**src/rtl/fetch_unit.sv**
```systemverilog
// Instruction fetch stage: PC generation, credit-limited memory requests,
// an in-order response FIFO toward decode, and redirect flushing.
module fetch_unit #(
    parameter logic [31:0] RESET_PC   = 32'h0000_0000,
    parameter int unsigned FIFO_DEPTH = 2
) (
    input  logic        clk,
    input  logic        rst,
    output logic        imem_req_valid,
    input  logic        imem_req_ready,
    output logic [31:0] imem_req_addr,
    input  logic        imem_resp_valid,
    input  logic [31:0] imem_resp_data,
    input  logic        redirect_valid,
    input  logic [31:0] redirect_pc,
    output logic        id_valid,
    input  logic        id_ready,
    output logic [31:0] id_instr,
    output logic [31:0] id_pc
);
    localparam int unsigned PW = $clog2(FIFO_DEPTH);
    localparam int unsigned CW = PW + 1;
    localparam logic [CW:0] DEPTH = (CW + 1)'(FIFO_DEPTH);

    logic [31:0]   pc;
    logic [CW-1:0] outstanding, count, discard, out_net;
    logic [PW-1:0] head, tail, tag_head, tag_tail;
    logic [31:0]   instr_q [FIFO_DEPTH];
    logic [31:0]   pc_q    [FIFO_DEPTH];
    logic [31:0]   tag_q   [FIFO_DEPTH];
    logic          fire, resp, drop, wr, pop;

    always_comb begin
        // Credit: every accepted request is guaranteed a FIFO slot on return.
        imem_req_valid = !rst && !redirect_valid &&
                         (({1'b0, outstanding} + {1'b0, count}) < DEPTH);
        imem_req_addr  = pc;
        id_valid       = !rst && (count != '0) && !redirect_valid;
        id_instr       = (count != '0) ? instr_q[head] : '0;
        id_pc          = (count != '0) ? pc_q[head]    : '0;
        fire           = imem_req_valid && imem_req_ready;
        // Responses with nothing outstanding (e.g. survivors of a reset) are ignored.
        resp           = imem_resp_valid && (outstanding != '0);
        drop           = resp && (discard != '0);
        wr             = resp && !drop && !redirect_valid;
        pop            = id_valid && id_ready;
        out_net        = outstanding - CW'(resp);
    end

    always_ff @(posedge clk) begin
        if (rst) begin
            pc          <= RESET_PC;
            outstanding <= '0;
            count       <= '0;
            discard     <= '0;
            head        <= '0;
            tail        <= '0;
            tag_head    <= '0;
            tag_tail    <= '0;
        end else if (redirect_valid) begin
            pc          <= {redirect_pc[31:2], 2'b00};
            count       <= '0;
            head        <= '0;
            tail        <= '0;
            tag_head    <= '0;
            tag_tail    <= '0;
            // Everything still in flight is now stale but still occupies credit.
            discard     <= out_net;
            outstanding <= out_net;
        end else begin
            if (fire) begin
                pc             <= pc + 32'd4;
                tag_q[tag_tail] <= pc;
                tag_tail       <= tag_tail + PW'(1);
            end
            if (wr) begin
                instr_q[tail] <= imem_resp_data;
                pc_q[tail]    <= tag_q[tag_head];
                tail          <= tail + PW'(1);
                tag_head      <= tag_head + PW'(1);
            end
            if (pop) begin
                head <= head + PW'(1);
            end
            outstanding <= outstanding + CW'(fire) - CW'(resp);
            discard     <= discard - CW'(drop);
            count       <= count + CW'(wr) - CW'(pop);
        end
    end
endmodule

```
**config.mk**
```make
export PLATFORM = sky130hd
export DESIGN_NAME = fetch_unit
export DESIGN_NICKNAME = d
export VERILOG_FILES = /design/src/rtl/fetch_unit.sv
export SDC_FILE = /design/constraint.sdc
export NUM_CORES = 1
export LEC_CHECK = 0
export ABC_AREA = 1
export BUFFER_PORTS_ARGS = -buffer_cell sky130_fd_sc_hd__buf_2
export CORE_AREA = 5 5 160 162
export CTS_BUF_LIST = sky130_fd_sc_hd__clkbuf_8
export CTS_CLUSTER_DIAMETER = 100
export CTS_CLUSTER_SIZE = 14
export DETAILED_ROUTE_END_ITERATION = 7
export DIE_AREA = 0 0 165 167
export REMOVE_ABC_BUFFERS = 1
export SLEW_MARGIN = 10
export SYNTH_ARGS = -nofsm -noshare
export SYNTH_HDL_FRONTEND = slang
export SYNTH_SLANG_ARGS = --single-unit
```
**constraint.sdc**
```tcl
create_clock -name clk -period 16 [get_ports clk]
set_input_delay 0.8 -clock clk [delete_from_list [all_inputs] [get_ports clk]]
set_output_delay 0.8 -clock clk [all_outputs]
set_load 0.01 [all_outputs]
```
After elaboration in Yosys (flattened, before gate mapping). Memories as Yosys holds them, arrays and structs flattened. A register that Yosys moved wholly into a read port is not among the register bits. Index checks and enable logic that the tools add are counted. Widths: inputs -> output; s select.

Shift operators: 0. $mul: 0. Order comparisons: 1. Eq/ne operators: 0. Add/sub/neg operators: 12. Div/mod/pow operators: 0. Bitwise operators: 0. Multiplexer cells: 20. Reductions and logical operators: 18.

Operators by type and width (number): $mux 32 (4); $add 32x3->32 const B (1); $mux 1 (14); $logic_and 1x1->1 (10); $reduce_bool 2->1 (4); $sub 2x1->2 (4); $add 1x1->1 const B (4); $add 2x1->2 (2); $mux 2 (2); $add 2x2->3 (1); $logic_not 1->1 (3); $lt 3x2->1 const B (1); $reduce_or 2->1 (1).

Latch bits: 0. Logic and storage cells: 63. Flip-flop bits (word level): 42. Bits in read-only memories: 0. Memories: 3. Input port bits: 70. RAM bits: 192. Output and inout port bits: 98.

Memory list: instr_q (words 2, bits a word 32, rd ports 1, clocked after Yosys merged registers in 1, wr ports 1, line 28) `logic [31:0] instr_q [FIFO_DEPTH];`; pc_q (words 2, bits a word 32, rd ports 1, clocked after Yosys merged registers in 1, wr ports 1, line 29) `logic [31:0] pc_q [FIFO_DEPTH];`; tag_q (words 2, bits a word 32, rd ports 1, clocked after Yosys merged registers in 1, wr ports 1, line 30) `logic [31:0] tag_q [FIFO_DEPTH];`.

Depth between registers and ports, before layout. Gate-level depths: netlist of run 1.

Word-level depth: 10. Mapped depth: 13. Depth with buffers taken out: 13.

Worst setup path before layout of run 1. Ideal clock, no wire load.

Kind: input to register. From: input port redirect_valid. To: memory instr_q[0][0] (enable). Library setup time: 0.558 ns. Path slack: 9.992 ns. Required time: 15.442 ns. Stages: 4. Path buffers: 1. Arrival time: 5.450 ns. Cells stage by stage: inv_2 buf_2 nand3_1 nor3_1.

Longest elaborated chain between the ends: 6.

Ends and longest elaborated chain: start: declaration (line 14) `input logic redirect_valid,`; $logic_not 1->1 (line 45) `wr = resp && !drop && !redirect_valid;`; $logic_and 1x1->1 (line 45); $mux 1 (line 76) `if (wr) begin`; $mux 1 (*) (line 60) `end else if (redirect_valid) begin`; $mux 1 (*) (line 51) `if (rst) begin`; $mux 1 (not written as such) (*) (line 77) `instr_q[tail] <= imem_resp_data;`; end: declaration (line 28).

Mark *: on every way between the ends. The rest lies on a longest branch, timed or not.

==> summary.txt, run 1 <==
Run status
  – Status: complete, no violations

Finish
  – Non-filler cells, final: 1346
  – Commonest non-fill, non-tap cell in the layout: nand2_1
  – # diodes: 0
  – Most frequent cells in the layout: nand2_1, edfxtp_1, buf_2
  – Fin util: between 40 and 50%
  – Area delta synth->final: 15.8%
  – Layout cells sized above 1: ~25%
  – Layout net count: between 1000 and 1500
  – Design area: between 10000 and 15000 sq um

Logic synthesis
  – Synth top area cells: edfxtp_1, nand2_1, dfxtp_1
  – Sequential cell area fraction in the yosys report: around two thirds
  – Post-synth EDFFs: 184
  – Cell taking the most area after synthesis: edfxtp_1
  – Synth unique cells: 38
  – Syn Inst Count: ~850
  – Count of state elements after synthesis: 226
  – Syn avg cell area: between 10 and 15 sq um
  – Ys flop type: edfxtp_1
  – Yosys warning total: 0
  – Async SR Flop Fraction: 0%
  – Synth Cell Area: 9470 sq um
  – Top-area cell type share of the netlist area: between 50% and 60%

Setup path
  – FF-to-FF path depth: 7
  – RR Startpoint: count[0]
  – Worst setup SP type: register
  – Req. time, crit path: around 15 ns
  – FF-to-FF End: tag_q[0][18]
  – CP Max Fanout: 42
  – R2R setup slack: 13.16 ns
  – CP endpoint: id_pc[31]
  – Critical path endpoint category: output port
  – Worst endpoint data arrival time: around 2.5 ns
  – Critical path type: register to output port

Timing
  – Clock Skew: about 0.026 ns
  – Highest clock rate: between 300 and 400 MHz
  – Slew margin rel.: approximately 37%
  – Worst-margin pin slew: ~0.95 ns
  – Endpoints failing setup: 0
  – Final hold vios: 0
  – Unrepaired setup endpoints after global routing: false
  – Setup tns final: 0 ns
  – Final worst-path cycle share: 20.6%
  – Clock period minus worst slack: ~3.3 ns
  – Max Slew Vio Count: 0

Global routing
  – Largest net degree at the start of global routing: 63
  – Grt ovf: 0
  – Global Route Usage Sum: 16.5%
  – Global-route wire length before repair: 35800 um
  – Vias in the first global route: about 6500
  – Initial antenna violation count: 0

Pwr
  – Sw power: 0.254 mW
  – Combinational share of power: approximately 8%
  – Sequential Power Share: 62.9%
  – Net Sw Frac: 23.8%
  – PnR Total Power: roughly 1.1 mW
  – Internal power: between 0.8 and 0.9 mW
  – Leak: about 4.4 nW
  – PD cells: ~97 nW/um^2
  – Clock Power Share: a little under 30%
  – Max VDD drop: 0.0000508 V

Floorplan
  – Core Footprint: approximately 24000 sq um
  – Die Ht: 167 um
  – Initial core utilization: between 30% and 40%
  – Site Rows: 57
  – Die area: ~28000 sq um
  – I/O pins: 168
  – Die width: around 170 um

Clock tree
  – Hold buffer count at cts: 0
  – CTS H-tree depth: 1
  – Clock tree sinks: between 200 and 250
  – Root Driver: clkbuf_8
  – Post-CTS Setup Bufs: 0
  – TritonCTS clock tree: done
  – Clock latency on the worst-skew pair: around 0.52 ns
  – Reg clk slew, reported paths: around 0.09 ns
  – Resize count post-CTS: 0
  – Clock tree buffer depth: 3
  – Total CTS buffers: 20

Route
  – Via count: 6467
  – Total Wirelength: around 23000 um
  – Routed Antenna Nets: 0
  – 1st-iter DRT viols: 379
  – First-pass DRT Iterations: 5
  – Vias/cell: a little under 5
  – Drt drc: 0
  – Wire length per cell: roughly 17 um

Placed design
  – Placed insts: about 1300
  – Routability cong.: slightly above 0.8
  – I/O Buffers: 161
  – Half-perimeter wire length after detailed placement: 14400 um
  – Placement-stage cell area: 10600 sq um

Min path
  – Hold WC Path Type: input pin to register
  – Hold Path Depth: 1
  – Hold Crit Start: imem_resp_data[0]

Run
  – Max-Cap Viols: 0
-- cell type report --
class                           instances  area (sq um)
Clock inverter                         14          65.1
Inverter                               63           236
Multi-Input combinational cell        528          2730
Tap cell                              324           405
Sequential cell                       226          6370
Fill cell                            2337         13000
Clock buffer                           21           289
Timing Repair Buffer                  170           873
-- critical path, cell delays in order (launching register included) --
cell and delay, ns:
dfxtp_2 0.33, buf_4 0.23, inv_2 0.36, buf_4 0.52, nand2_1 0.09, a21oi_1 0.22
buf_2 0.18
-- stage by stage --
| step | worst slack [ns] | hold slack (ns) |
|---|---|---|
| floorplan | 10.04 | 0.459 |
| global placement | 12.89 | 0.486 |
| detailed placement | 12.85 | 0.490 |
| CTS | 12.55 | 0.425 |
| global route | 12.51 | 0.414 |
| finish | 12.71 | 0.461 |
-- synth_stat cells, types with 8 or more instances --
master	number
nand2_1	244
edfxtp_1	184
a21oi_1	93
inv_1	58
dfxtp_1	42
nor2_1	36
nand3_1	31
mux2_2	30
clkbuf_1	25
o21ai_0	21
xor2_1	11
buf_2	8
-- worst min path at each step --
stage | to | slack, ns
floorplan | tag_tail | 0.46
detailed placement | tag_head | 0.49
CTS | instr_q[1][15] | 0.43
global placement | tag_q[0][31] | 0.49
global route | instr_q[1][26] | 0.41
finish | instr_q[1][0] | 0.46
-- state kept, by name, indices dropped and copies added (netlist names), named ones only --
| register | cells |
|---|---|
| instr_q | 64 |
| pc_q | 60 |
| tag_q | 60 |
| imem_req_addr | 30 |
| count | 2 |
| discard | 2 |
| outstanding | 2 |
| head | 1 |
| tag_head | 1 |
| tag_tail | 1 |
| tail | 1 |
-- power groups by stage --
stage / Sequential, mW / Combinational [mW] / Clock, mW
after floorplan: 0.682 / 0.0464 / 0
after global placement: 0.682 / 0.0853 / 0
after detailed placement: 0.683 / 0.0867 / 0
after CTS: 0.669 / 0.0872 / 0.324
after global routing: 0.672 / 0.0976 / 0.351
final: 0.669 / 0.0855 / 0.309
-- layer usage --
layer / vias to the layer above / track usage (%) / share of wire (%)
li1: 3206 / - / -
met1: 3055 / 21.0 / 43
met2: 181 / 28.9 / 49
met3: 25 / 3.68 / 6.9
met4: 0 / 3.51 / 1.5
met5: - / 0 / 0
-- kinds of logic (layout without fill, tap and decap cells) --
| group | after synthesis | count (layout) | synth area share (%) |
|---|---|---|---|
| AND/OR/NAND/NOR | 347 | 347 | 15.6 |
| flip-flops | 226 | 226 | 67.2 |
| AO/OA/AOI/OAI | 126 | 126 | 6.94 |
| buffers and inverters | 101 | 268 | 4.27 |
| multiplexers | 30 | 30 | 3.57 |
| XOR/XNOR | 13 | 13 | 1.20 |
| adder cells (fa/ha/maj) | 8 | 8 | 1.14 |
| other | 1 | 4 | 0.0396 |
(Power assumes the default switching activity.)
==> run 2: changes to the inputs <==
==> constraint.sdc (replaced) <==
create_clock -name clk -period 3.4 [get_ports clk]
set_input_delay 0.17 -clock clk [delete_from_list [all_inputs] [get_ports clk]]
set_output_delay 0.17 -clock clk [all_outputs]
set_load 0.01 [all_outputs]
==> run 2 against run 1 <==
Net effect:
- final area increased by 5.6%
- global-route usage decreased by 0.18 points
- routed wire length decreased by 0.61%
- utilization increased by 2.6 points
- critical path type is now register to register
- largest cell class unchanged
- largest power group unchanged
- highest routed layer unchanged
==> summary.txt, run 2 (synthesis gave the netlist of run 1 again) <==
Route
  – Drt drc: 0
  – Routed Antenna Nets: 0
  – Via count: 6628
  – Total Wirelength: approximately 23000 um
  – First-pass DRT Iterations: 4
  – Wire length per cell: 16.2 um
  – Vias/cell: about 4.7
  – 1st-iter DRT viols: between 400 and 500

Global routing
  – Vias in the first global route: between 6000 and 7000
  – Global-route wire length before repair: approximately 36000 um
  – Initial antenna violation count: 0
  – Largest net degree at the start of global routing: between 60 and 70
  – Grt ovf: 0
  – Global Route Usage Sum: between 15 and 20%

Setup path
  – Critical path's slowest cell: fa_1
  – Critical Path Stages: 12
  – FF-to-FF path depth: 12
  – CP delay by family, top: adder cells
  – FF-to-FF End: outstanding[1]
  – CP Buf/Inv Count: 2
  – Req. time, crit path: about 3.8 ns
  – R2R setup slack: ~0.71 ns
  – Critical path endpoint category: register
  – Crit path cell chain: nand2_1 -> inv_1 -> fa_1 -> nor2_1 -> nand3_2 -> ha_1 -> inv_1 -> ha_1 -> xor2_1 -> or2_2 -> nand3_1 -> a21oi_1
  – Critical path type: register to register
  – CP Max Fanout: 13
  – Slowest cell delay on critical path: 0.42 ns
  – Worst endpoint data arrival time: around 3.1 ns
  – RR Startpoint: count[0]
  – Worst setup SP type: register

Finish
  – Reg with most FFs: instr_q
  – FF+latch area: 6370 sq um
  – Footprint of the multi-input gates: about 2700 sq um
  – Most frequent cells in the layout: nand2_1, edfxtp_1, buf_2
  – Max FFs per register: 64
  – Layout cells sized above 1: a little under a quarter
  – Layout net count: 1146
  – # diodes: 0
  – Area delta synth->final: 22.3%
  – # fillers: around 2200
  – Biggest registers after layout: instr_q (64), pc_q (60), tag_q (60)
  – Commonest non-fill, non-tap cell in the layout: nand2_1

Timing
  – Max Slew Vio Count: 0
  – Clock period minus worst slack: roughly 2.7 ns
  – Clock Skew: between 0.02 and 0.03 ns
  – Final worst-path cycle share: ~79%
  – Setup tns final: 0 ns
  – Highest clock rate: 372 MHz
  – Worst-margin pin slew: between 0.8 and 0.9 ns
  – Slew margin rel.: 46.1%
  – Unrepaired setup endpoints after global routing: false
  – Endpoints failing setup: 0
  – Final hold vios: 0

Placed design
  – Routability cong.: roughly 0.82
  – Half-perimeter wire length after detailed placement: ~14000 um
  – I/O Buffers: roughly 160

Run
  – Max-Cap Viols: 0

Floorplan
  – Die Ht: about 170 um
  – Die area: between 20000 and 30000 sq um
  – Initial core utilization: 39.5%
  – Die width: 165 um
  – Core Footprint: 24000 sq um
  – I/O pins: 168
  – Site Rows: 57

Clock tree
  – Clock tree sinks: between 200 and 250
  – Clock tree buffer depth: 3
  – Post-CTS Setup Bufs: 0
  – TritonCTS clock tree: done
  – CTS H-tree depth: 1
  – Total CTS buffers: 20
  – Reg clk slew, reported paths: approximately 0.1 ns
  – Clock latency on the worst-skew pair: 0.53 ns
  – Root Driver: clkbuf_8

Min path
  – Hold Path Depth: 5
  – Hold Crit Start: redirect_pc[21]
  – Worst min-delay path endpoint: imem_req_addr[21]
  – Hold WC Path Type: input pin to register

Pwr
  – PD cells: between 400 and 500 nW/um^2
  – PnR Total Power: around 5 mW
  – Leak: roughly 4.6 nW
  – Max VDD drop: 0.000269 V

Run status
  – Status: complete, no violations
## run 2: power breakdown
| part | internal [mW] | leakage (nW) | switching [mW] | total (mW) |
|---|---|---|---|---|
| sequential | 3.08 | 2.02 | 0.0660 | 3.15 |
| clock | 0.583 | 0.232 | 0.879 | 1.46 |
| combinational | 0.196 | 2.38 | 0.260 | 0.457 |
## run 2: worst max-delay path by stage
stage	start	end	slack, ns
6_report	count[0]	outstanding[1]	0.71
3_3_place_gp	count[0]	outstanding[1]	0.73
2_1_floorplan	outstanding[1]	instr_q[0][0]	-2.19
4_1_cts	count[0]	outstanding[1]	0.70
5_1_grt	outstanding[0]	outstanding[1]	0.51
3_5_place_dp	count[0]	outstanding[1]	0.71
## run 2: per-stage QoR
step	hold slack (ns)	util, %	area (sq um)	cells	setup slack [ns]
6_report	0.0396	48.3	11600	1406	0.709
3_3_place_gp	0.357	44.5	10700	1313	0.732
5_1_grt	0.0377	48.3	11600	1406	0.512
4_1_cts	0.00467	48.3	11600	1406	0.704
2_1_floorplan	0.239	-	9310	817	-2.19
3_5_place_dp	0.361	44.5	10700	1313	0.714
## run 2: layer usage
metal | track usage, % | part of all wire [%] | wire (um) | vias to the layer above
met4 | 4.12 | 2.2 | 501 | 0
li1 | - | - | - | 3334
met1 | 22.1 | 45 | 10200 | 3101
met3 | 2.64 | 5.4 | 1230 | 32
met5 | 0 | 0 | 0 | -
met2 | 27.5 | 48 | 10900 | 161
## run 2: layout make-up
class,instances,area share (%)
well taps,324,3.50
flip-flops and latches,226,55.0
clock buffers,21,2.50
multi-input cells,528,23.6
inverters,63,2.04
repair buffers,229,12.8
clock inverters,15,0.594
## run 2: tightest hold or removal path, cell delays in order
cell and delay (ns):
buf_2 0.10, nand2_1 0.07, o21ai_0 0.08, inv_1 0.05, a21oi_1 0.05
## run 2: repair_timing
action | in CTS | in global routing
hold buffers | 57 | 0
resized for setup | 0 | 0
hold endpoints to repair | 89 | 0
==> run 3: changes to the inputs <==
==> constraint.sdc (replaced) <==
create_clock -name clk -period 2.6 [get_ports clk]
set_input_delay 0.13 -clock clk [delete_from_list [all_inputs] [get_ports clk]]
set_output_delay 0.13 -clock clk [all_outputs]
set_load 0.01 [all_outputs]
==> run 3 against run 2 <==
Net effect:
- first-iteration DRC count shrank 4.0%
- non-clock buffer count grew 13
- critical endpoint unchanged
- highest routed layer unchanged
- power increased by 31%
- cell count rose by 0.78%
- utilization grew 0.58 points
- sequential cell count unchanged
- largest cell class unchanged
- maximum frequency rose by 13%
- largest power group unchanged
- clock power is 29% higher
==> summary.txt, run 3 (synthesis gave the netlist of run 1 again) <==
Timing
  – Max Slew Vio Count: 0
  – Unrepaired setup endpoints after global routing: false
  – Final hold vios: 0
  – Endpoints failing setup: 0
  – Final worst-path cycle share: between 90% and 100%
  – Slew margin rel.: between 40 and 50%
  – Clock Skew: a little under 0.04 ns
  – Clock period minus worst slack: about 2.4 ns
  – Highest clock rate: around 420 MHz
  – Worst-margin pin slew: about 0.8 ns
  – Worst setup margin: 0.215 ns

Setup path
  – CP Max Fanout: 3
  – CP Buf/Inv Count: 2
  – Worst setup SP type: register
  – Req. time, crit path: ~3 ns
  – Critical path type: register to register
  – Slowest cell delay on critical path: about 0.42 ns
  – Crit path cell chain: nand2_1 -> inv_1 -> fa_1 -> nor2_1 -> nand3_2 -> ha_1 -> inv_1 -> ha_1 -> xor2_1 -> or2_2 -> nand3_1 -> a21oi_1
  – Critical path's slowest cell: fa_1
  – Worst endpoint data arrival time: approximately 2.8 ns
  – CP delay by family, top: adder cells
  – Critical path endpoint category: register

Global routing
  – Grt ovf: 0
  – Initial antenna violation count: 0
  – Largest net degree at the start of global routing: 63
  – Global Route Usage Sum: between 10% and 20%
  – Vias in the first global route: 6471
  – Global-route wire length before repair: approximately 35000 um

Floorplan
  – Site Rows: 57
  – Initial core utilization: 39.5%
  – Die area: 27600 sq um
  – Core Footprint: around 24000 sq um
  – Die width: roughly 170 um
  – Die Ht: around 170 um
  – I/O pins: around 170

Clock tree
  – TritonCTS clock tree: done
  – CTS H-tree depth: 1
  – Total CTS buffers: 20
  – Clock tree buffer depth: 3
  – Clock latency on the worst-skew pair: 0.54 ns
  – Root Driver: clkbuf_8
  – Clock tree sinks: roughly 230
  – Resize count post-CTS: 0
  – Reg clk slew, reported paths: around 0.090 ns

Finish
  – Design area: around 12000 sq um
  – Fin util: approximately 49%
  – Reg with most FFs: instr_q
  – Biggest registers after layout: instr_q (64), pc_q (60), tag_q (60)
  – Layout net count: 1159
  – Most frequent cells in the layout: nand2_1, edfxtp_1, buf_2
  – Layout cells sized above 1: about 24%
  – Commonest non-fill, non-tap cell in the layout: nand2_1
  – Max FFs per register: 64
  – Non-filler cells, final: around 1400
  – # diodes: 0
  – Area delta synth->final: 23.8%

Placed design
  – Placed insts: between 1000 and 1500
  – Pre-CTS setup slack: 0.218 ns
  – Routability cong.: 0.832
  – Half-perimeter wire length after detailed placement: between 10000 and 15000 um
  – Placement-stage cell area: roughly 11000 sq um
  – I/O Buffers: 161

Route
  – Drt drc: 0
  – Via count: approximately 6700
  – Routed Antenna Nets: 0
  – Total Wirelength: roughly 23000 um
  – 1st-iter DRT viols: roughly 400
  – Wire length per cell: around 16 um
  – First-pass DRT Iterations: 6
  – Vias/cell: approximately 4.7

Pwr
  – PD cells: around 560 nW/um^2
  – Net Sw Frac: between 20% and 30%
  – Sw power: 1.58 mW
  – Max VDD drop: ~0.00043 V
  – Combinational share of power: under 10%
  – Sequential Power Share: between 60 and 70%
  – Leak: 4.69 nW
  – Internal power: between 5 and 6 mW
  – Clock Power Share: about 28%

Min path
  – Hold WC Path Type: input pin to register

Run status
  – Status: complete, no violations

Run
  – Max-Cap Viols: 0
[run 3: layout make-up]
type | count | area, sq um
clock inverters | 14 | 70.1
inverters | 63 | 236
flip-flops and latches | 226 | 6370
clock buffers | 20 | 275
fillers | 2213 | 12200
repair buffers | 242 | 1640
multi-input cells | 528 | 2730
well taps | 324 | 405
[run 3: per-layer routing]
metal	global-route usage (%)	up-vias	part of all wire, %
li1	-	3347	-
met1	20.9	3140	44
met2	28.7	164	49
met3	3.16	25	5.5
met4	2.86	0	1.5
met5	0	-	0
[run 3: through the flow]
stage / setup TNS, ns / power, mW / hold slack (ns)
floorplan: -400.60 / 4.48 / 0.199
detailed placement: 0 / 4.74 / 0.321
global route: 0 / 6.93 / 0.0902
finish: 0 / 6.62 / 0.0734
global placement: 0 / 4.73 / 0.317
CTS: 0 / 6.71 / 0.0299
[run 3: worst paths after layout]
kind	from	end	slack (ns)	cells after the start
setup reg to reg	count[0]	outstanding[1]	0.21	12
setup / recovery	count[0]	outstanding[1]	0.21	12
hold reg to reg	head	head	0.51	2
hold / removal	redirect_valid	imem_req_addr[15]	0.07	3
[run 3: timing repair]
item                      CTS  global route
hold endpoints to repair   99             0
hold buffers               64             0
setup buffers               0             0
[run 3: worst register-to-register path, stage by stage, from the launching register on]
cell and delay [ns]:
dfxtp_1 0.40, nand2_1 0.07, inv_1 0.06, fa_1 0.42
nor2_1 0.18, nand3_2 0.10, ha_1 0.28, inv_1 0.04
ha_1 0.17, xor2_1 0.14, or2_2 0.27, nand3_1 0.07
a21oi_1 0.06
[run 3: power groups by stage]
stage | Clock (mW) | Combinational [mW] | Sequential, mW
floorplan | 0 | 0.285 | 4.20
global placement | 0 | 0.541 | 4.19
detailed placement | 0 | 0.548 | 4.20
CTS | 1.97 | 0.625 | 4.11
global route | 2.11 | 0.692 | 4.13
finish | 1.89 | 0.616 | 4.11
